[src/rtl/apb_slave_regfile.sv]
// apb_slave_regfile: APB completer with a small bank of 32-bit registers.
// Register 0 is a read-only ID word. Registers 1..NUM_REGS-1 are read/write
// with byte strobes. Each access phase holds pready low for WAIT_CYCLES
// cycles, and pready, pslverr and prdata are all registered.
// Optional feature: define APB_SLV_PROT_CHECK_EN to reject unprivileged
// accesses (pprot[0]=0) to the upper half of the register bank.
//
// state  | meaning
// -------+---------------------------------------------------------------
// S_IDLE | no transfer in flight; waiting for a setup phase
// S_WAIT | request latched; counting down access cycles with pready low
// S_RESP | pready high for one cycle; a clean write commits on exit

module apb_slave_regfile #(
  parameter int          NUM_REGS    = 16,
  parameter int          WAIT_CYCLES = 1,
  parameter logic [31:0] ID_VALUE    = 32'hA5B0_0001
) (
  input  logic        clk,
  input  logic        rstn,
  input  logic        i_psel,
  input  logic        i_penable,
  input  logic        i_pwrite,
  input  logic [31:0] i_paddr,
  input  logic [31:0] i_pwdata,
  input  logic [3:0]  i_pstrb,
  input  logic [2:0]  i_pprot,
  output logic [31:0] o_prdata,
  output logic        o_pready,
  output logic        o_pslverr
);

  typedef enum logic [1:0] {
    S_IDLE = 2'd0,
    S_WAIT = 2'd1,
    S_RESP = 2'd2
  } state_t;

  state_t      r_state;
  logic [3:0]  r_cnt;
  logic [31:0] r_paddr;
  logic        r_pwrite;
  logic [31:0] r_pwdata;
  logic [3:0]  r_pstrb;
  logic [2:0]  r_pprot;
  logic [31:0] r_prdata;
  logic        r_pready;
  logic        r_pslverr;
  logic [31:0] r_regs [NUM_REGS];

  logic [31:0] w_addr;
  logic        w_write;
  logic [2:0]  w_prot;
  logic [29:0] w_idx;
  logic        w_err;
  logic [31:0] w_rdata;
  logic        w_unused_prot;

  // When WAIT_CYCLES is 0, the response is built at the setup edge. In that
  // case the decode looks at the live inputs while in IDLE. In every other
  // state it looks only at the latched request, so input changes after
  // setup have no effect.
  always_comb begin
    w_addr  = r_paddr;
    w_write = r_pwrite;
    w_prot  = r_pprot;
    if (r_state == S_IDLE) begin
      w_addr  = i_paddr;
      w_write = i_pwrite;
      w_prot  = i_pprot;
    end
  end

  assign w_idx = w_addr[31:2];

  // Error decode: misaligned address, out-of-range index, or write to the ID word.
  always_comb begin
    w_err = 1'b0;
    if (w_addr[1:0] != 2'b00) begin
      w_err = 1'b1;
    end
    if (w_idx >= 30'(NUM_REGS)) begin
      w_err = 1'b1;
    end
    if (w_write && (w_idx == 30'd0)) begin
      w_err = 1'b1;
    end
`ifdef APB_SLV_PROT_CHECK_EN
    if (!w_prot[0] && (w_idx >= 30'(NUM_REGS / 2))) begin
      w_err = 1'b1;
    end
`endif
  end

  // Only pprot[0] takes part in the decode, and only when the check is built in.
  assign w_unused_prot = ^w_prot;

  // Read mux: index 0 returns the ID constant; storage slot 0 is never used.
  always_comb begin
    w_rdata = '0;
    if (w_idx == 30'd0) begin
      w_rdata = ID_VALUE;
    end
    for (int i = 1; i < NUM_REGS; i++) begin
      if (w_idx == 30'(i)) begin
        w_rdata = r_regs[i];
      end
    end
  end

  // Transfer FSM: registered response outputs and the register-bank commit.
  always_ff @(posedge clk) begin
    if (!rstn) begin
      r_state   <= S_IDLE;
      r_cnt     <= 4'd0;
      r_paddr   <= '0;
      r_pwrite  <= 1'b0;
      r_pwdata  <= '0;
      r_pstrb   <= '0;
      r_pprot   <= '0;
      r_prdata  <= '0;
      r_pready  <= 1'b0;
      r_pslverr <= 1'b0;
      for (int i = 0; i < NUM_REGS; i++) begin
        r_regs[i] <= '0;
      end
    end else begin
      r_pready  <= 1'b0;
      r_pslverr <= 1'b0;
      r_prdata  <= '0;
      case (r_state)
        S_IDLE: begin
          if (i_psel && !i_penable) begin
            r_paddr  <= i_paddr;
            r_pwrite <= i_pwrite;
            r_pwdata <= i_pwdata;
            r_pstrb  <= i_pstrb;
            r_pprot  <= i_pprot;
            if (WAIT_CYCLES == 0) begin
              r_state   <= S_RESP;
              r_cnt     <= 4'd0;
              r_pready  <= 1'b1;
              r_pslverr <= w_err;
              r_prdata  <= (!w_write && !w_err) ? w_rdata : 32'd0;
            end else begin
              r_state <= S_WAIT;
              r_cnt   <= 4'(WAIT_CYCLES);
            end
          end
        end
        S_WAIT: begin
          if (!i_psel) begin
            r_state <= S_IDLE;
            r_cnt   <= 4'd0;
          end else if (r_cnt == 4'd1) begin
            r_state   <= S_RESP;
            r_cnt     <= 4'd0;
            r_pready  <= 1'b1;
            r_pslverr <= w_err;
            r_prdata  <= (!w_write && !w_err) ? w_rdata : 32'd0;
          end else begin
            r_cnt <= r_cnt - 4'd1;
          end
        end
        S_RESP: begin
          r_state <= S_IDLE;
          if (r_pwrite && !w_err) begin
            for (int i = 1; i < NUM_REGS; i++) begin
              if (r_paddr[31:2] == 30'(i)) begin
                for (int b = 0; b < 4; b++) begin
                  if (r_pstrb[b]) begin
                    r_regs[i][8*b +: 8] <= r_pwdata[8*b +: 8];
                  end
                end
              end
            end
          end
        end
        default: begin
          r_state <= S_IDLE;
          r_cnt   <= 4'd0;
        end
      endcase
    end
  end

  assign o_prdata  = r_prdata;
  assign o_pready  = r_pready;
  assign o_pslverr = r_pslverr;

endmodule

[config.mk]
export PLATFORM = sky130hd
export DESIGN_NAME = apb_slave_regfile
export DESIGN_NICKNAME = d
export VERILOG_FILES = /design/src/rtl/apb_slave_regfile.sv
export SDC_FILE = /design/constraint.sdc
export NUM_CORES = 1
export LEC_CHECK = 0
export ABC_AREA = 1
export CORE_MARGIN = 2
export CORE_UTILIZATION = 35
export CTS_CLUSTER_DIAMETER = 60
export DETAILED_ROUTE_END_ITERATION = 12
export SYNTH_ARGS = -nofsm -noshare
export SYNTH_HDL_FRONTEND = slang
export SYNTH_SLANG_ARGS = --single-unit
[constraint.sdc]
create_clock -name clk -period 3.8 [get_ports clk]
set_clock_uncertainty 0.2 [all_clocks]
set_input_delay 0.38 -clock clk [delete_from_list [all_inputs] [get_ports clk]]
set_output_delay 0.38 -clock clk [all_outputs]
set_load 0.01 [all_outputs]
==> summary.md <==
| Metric | Value |
|---|---|
| Status | `finished, final reports clean` |
| CP endpoint | `r_regs[1][54]` |
| I/O pin count | `110` |
| Post-synth top area share | `0.573` |
| P_leak | `0.0117 uW` |
| Post-DR wirelength/cell | `16.4 microns` |
| R2r endpoint | `r_regs[1][54]` |
| Synth cell types | `38` |
| R2R cell count | `15` |
| Initial Util | `0.352` |
| Syn nets | `2630` |
| DRC viols | `0` |
| Die Height | `between 200 and 300 microns` |
| Area leader, netlist | `edfxtp_1` |
| RePlAce Congestion | `0.868` |
| Final std cells w/o fill | `around 3800` |
| Tmin final | `roughly 3.7 ns` |
| Critical path class | `reg -> reg` |
| Largest net degree at the start of global routing | `152` |
| M1 WL | `27800 microns` |
| Mapped Area | `0.0252 sq mm` |
| Reg clk slew, reported paths | `0.06 ns` |
| Core Box Area | `0.0714 sq mm` |
| Fin. Hold Viols | `0` |
| Layout cells sized above 1 | `0.126` |
| Row cnt | `98` |
| R2R setup slack | `0.12 ns` |
| Met3 WL | `about 4200 microns` |
| Top cell family by delay on the critical path | `simple AND/OR/NAND/NOR gates` |
| CP max FO | `8` |
| Total power | `14400 uW` |
| Layout Area Growth over Synthesis | `19.9%` |
| Antenna violations before repair | `0` |
| Via/cell ratio | `roughly 4.8` |
| First-pass GRT wire length | `approximately 97000 microns` |
| Placed insts | `3619` |
| Crit path from | `r_state[0]` |
| Clock Tree Root | `clkbuf_16` |
| Worst path depth | `15` |
| FF+latch count, synth | `589` |
| Die area | `0.0740 sq mm` |
| Startpoint Class | `register` |
| EDFF count, synth | `480` |
| Synth Flop Type | `edfxtp_1` |
| Max stage delay on crit path | `0.48 ns` |
| Max_slew headroom | `0.253` |
| Warnings from Yosys | `0` |
| DR vias | `18000` |
| Least-Margin Pin Slew | `roughly 1.1 ns` |
| Peak VDD IR | `~300 uV` |
| Clock Path Buffers | `3` |
| Worst path arrival time | `3.73 ns` |
| Synth area leaders | `edfxtp_1 (57%), dfxtp_1 (8.7%), nand2_1 (8.3%)` |
| Syn avg cell area | `9.86 sq um` |
| Synth top cells by count | `nand2_1 (556), nor2_1 (553), edfxtp_1 (480), o21ai_0 (157), a21oi_1 (140)` |
| Slowest cell on crit path | `dfxtp_1` |
| Critical path, cell by cell | `nor2_2, nor2_1, nand2_1, nand2_1, nand3_1, nor2_4, inv_2, nor2_2, o41ai_2, buf_4, nor2_2, nand4_1, nor2_4, nand2_2, nand2_1` |
| CTS buffer count | `67` |
| TritonRoute pass-1 iters | `6` |
| Initial DRC count | `1334` |
| Crit path capture type | `register` |
| Pwr dens | `roughly 480 mW/mm^2` |
| Highest metal used | `met4` |
| Max-slew violations | `0` |
| Clock Sinks | `about 590` |
| Final ANT Viol Nets | `0` |
| Total gr overflow | `0` |
| Most frequent cell after synthesis | `nand2_1` |
| CTS tree | `built` |
| Total GRT Usage | `0.165` |
| Max cap viols | `0` |
| CP bufs+invs | `2` |
| Routed WL | `just over 60000 microns` |
| Cells after Synth | `between 2000 and 3000` |
| Clk_lat worst skew | `between 0.5 and 0.6 ns` |
| Htree depth | `3` |
| Post-synth ARST share | `0` |
| Final clock period utilization by the worst path | `0.969` |
| Final net count | `2826` |
| DP HPWL | `roughly 45000 microns` |
| Hold Path Class | `in -> reg` |
| F_max | `approximately 270 MHz` |
| Buffers added on ports | `106` |
| Metal2 WL | `27900 microns` |
| Setup TNS | `0 ns` |
| Setup violators final | `0` |
| Vias in the first global route | `17500` |
| Number of fill cells in the layout | `6810` |
| Worst R2R Start | `r_state[0]` |
| Required time worst endpoint | `around 3.9 ns` |
| Seq/Total Area, Yosys | `0.660` |
| Die width | `272 microns` |
## worst min-delay path by stage
stage,slack [ns],cells past startpoint,end,from
global route,0.16,3,r_paddr[19],i_paddr[19]
finish,0.17,3,r_paddr[18],i_paddr[18]
floorplan,0.23,2,r_paddr[12],r_paddr[12]
global placement,0.24,2,r_paddr[14],r_paddr[14]
detailed placement,0.26,2,r_paddr[14],r_paddr[14]
CTS,0.14,3,r_paddr[18],i_paddr[18]
## cells by family (layout without fill, tap and decap cells)
logic type / after synthesis / in the layout / synth area share
AOI/OAI and AO/OA: 318 / 318 / 0.0655
adders and majority gates: 2 / 2 / 0.000995
buffers and inverters: 254 / 501 / 0.0404
other: 0 / 1 / 0
DFF: 589 / 589 / 0.660
and+or+nand+nor: 1389 / 1390 / 0.233
## sequential cells by signal, summed over array words and instances, names as in the netlist
signal     cells
o_prdata      32
o_pready       1
o_pslverr      1
r_cnt          4
r_paddr       32
r_pstrb        4
r_pwdata      32
r_pwrite       1
r_regs       480
r_state        2
## cells in the final DEF, fill, tap and decap left out, types with 71 or more instances in the layout
cell,Yosys,routed
nand2_1,556,555
nor2_1,553,549
edfxtp_1,480,480
o21ai_0,157,156
a21oi_1,140,140
inv_1,134,133
buf_4,5,124
dfxtp_1,109,109
clkdlybuf4s50_1,0,105
nand3_1,76,76
clkbuf_16,0,71
## report_power, final
group / internal (uW) / switching (uW)
Combinational: 177 / 414
Sequential: 7260 / 86.8
Clock: 3880 / 2560
Total: 11300 / 3060
## per-stage QoR
stage | instance area, sq um | utilization | hold WS (ns) | worst slack (ns)
2_1_floorplan | 25200 | - | 0.229 | 0.407
3_3_place_gp | 27900 | 0.390 | 0.243 | 0.0411
3_5_place_dp | 27900 | 0.390 | 0.256 | -0.0530
4_1_cts | 30100 | 0.421 | 0.140 | 0.181
5_1_grt | 30100 | 0.422 | 0.160 | -0.00487
6_report | 30100 | 0.422 | 0.173 | 0.117
## worst reg2reg max path: stages, from the launching register on
cell	delay (ns)
dfxtp_1	0.48
nor2_2	0.17
nor2_1	0.15
nand2_1	0.07
nand2_1	0.13
nand3_1	0.14
nor2_4	0.29
inv_2	0.07
nor2_2	0.12
o41ai_2	0.10
buf_4	0.16
nor2_2	0.12
nand4_1	0.35
nor2_4	0.38
nand2_2	0.11
nand2_1	0.29
## per-layer routing
| layer | GRT usage | vias up |
|---|---|---|
| met4 | 0.0481 | 0 |
| met3 | 0.0372 | 97 |
| met5 | 0 | - |
| met2 | 0.263 | 536 |
| li1 | - | 8925 |
| met1 | 0.225 | 8412 |
## layout make-up
cell class	instances	area [sq um]	area share
clock buffer	88	1870	0.0621
tap	950	1190	0.0394
timing repair inverter	1	7.51	0.000249
inverter	147	558	0.0185
timing repair buffer	232	2030	0.0674
multi-input combinational	1710	7570	0.251
clock inverter	33	320	0.0106
antenna	1	2.50	0.0000830
sequential	589	16600	0.550
## repair_timing
action,4_1_cts,5_1_grt
endpoints found under the hold margin,1,0
hold buffers,1,0
setup endpoints to repair,0,224
buffers inserted,0,7
gates resized for setup,0,8
No activity file was read; power rests on OpenSTA's default activity.
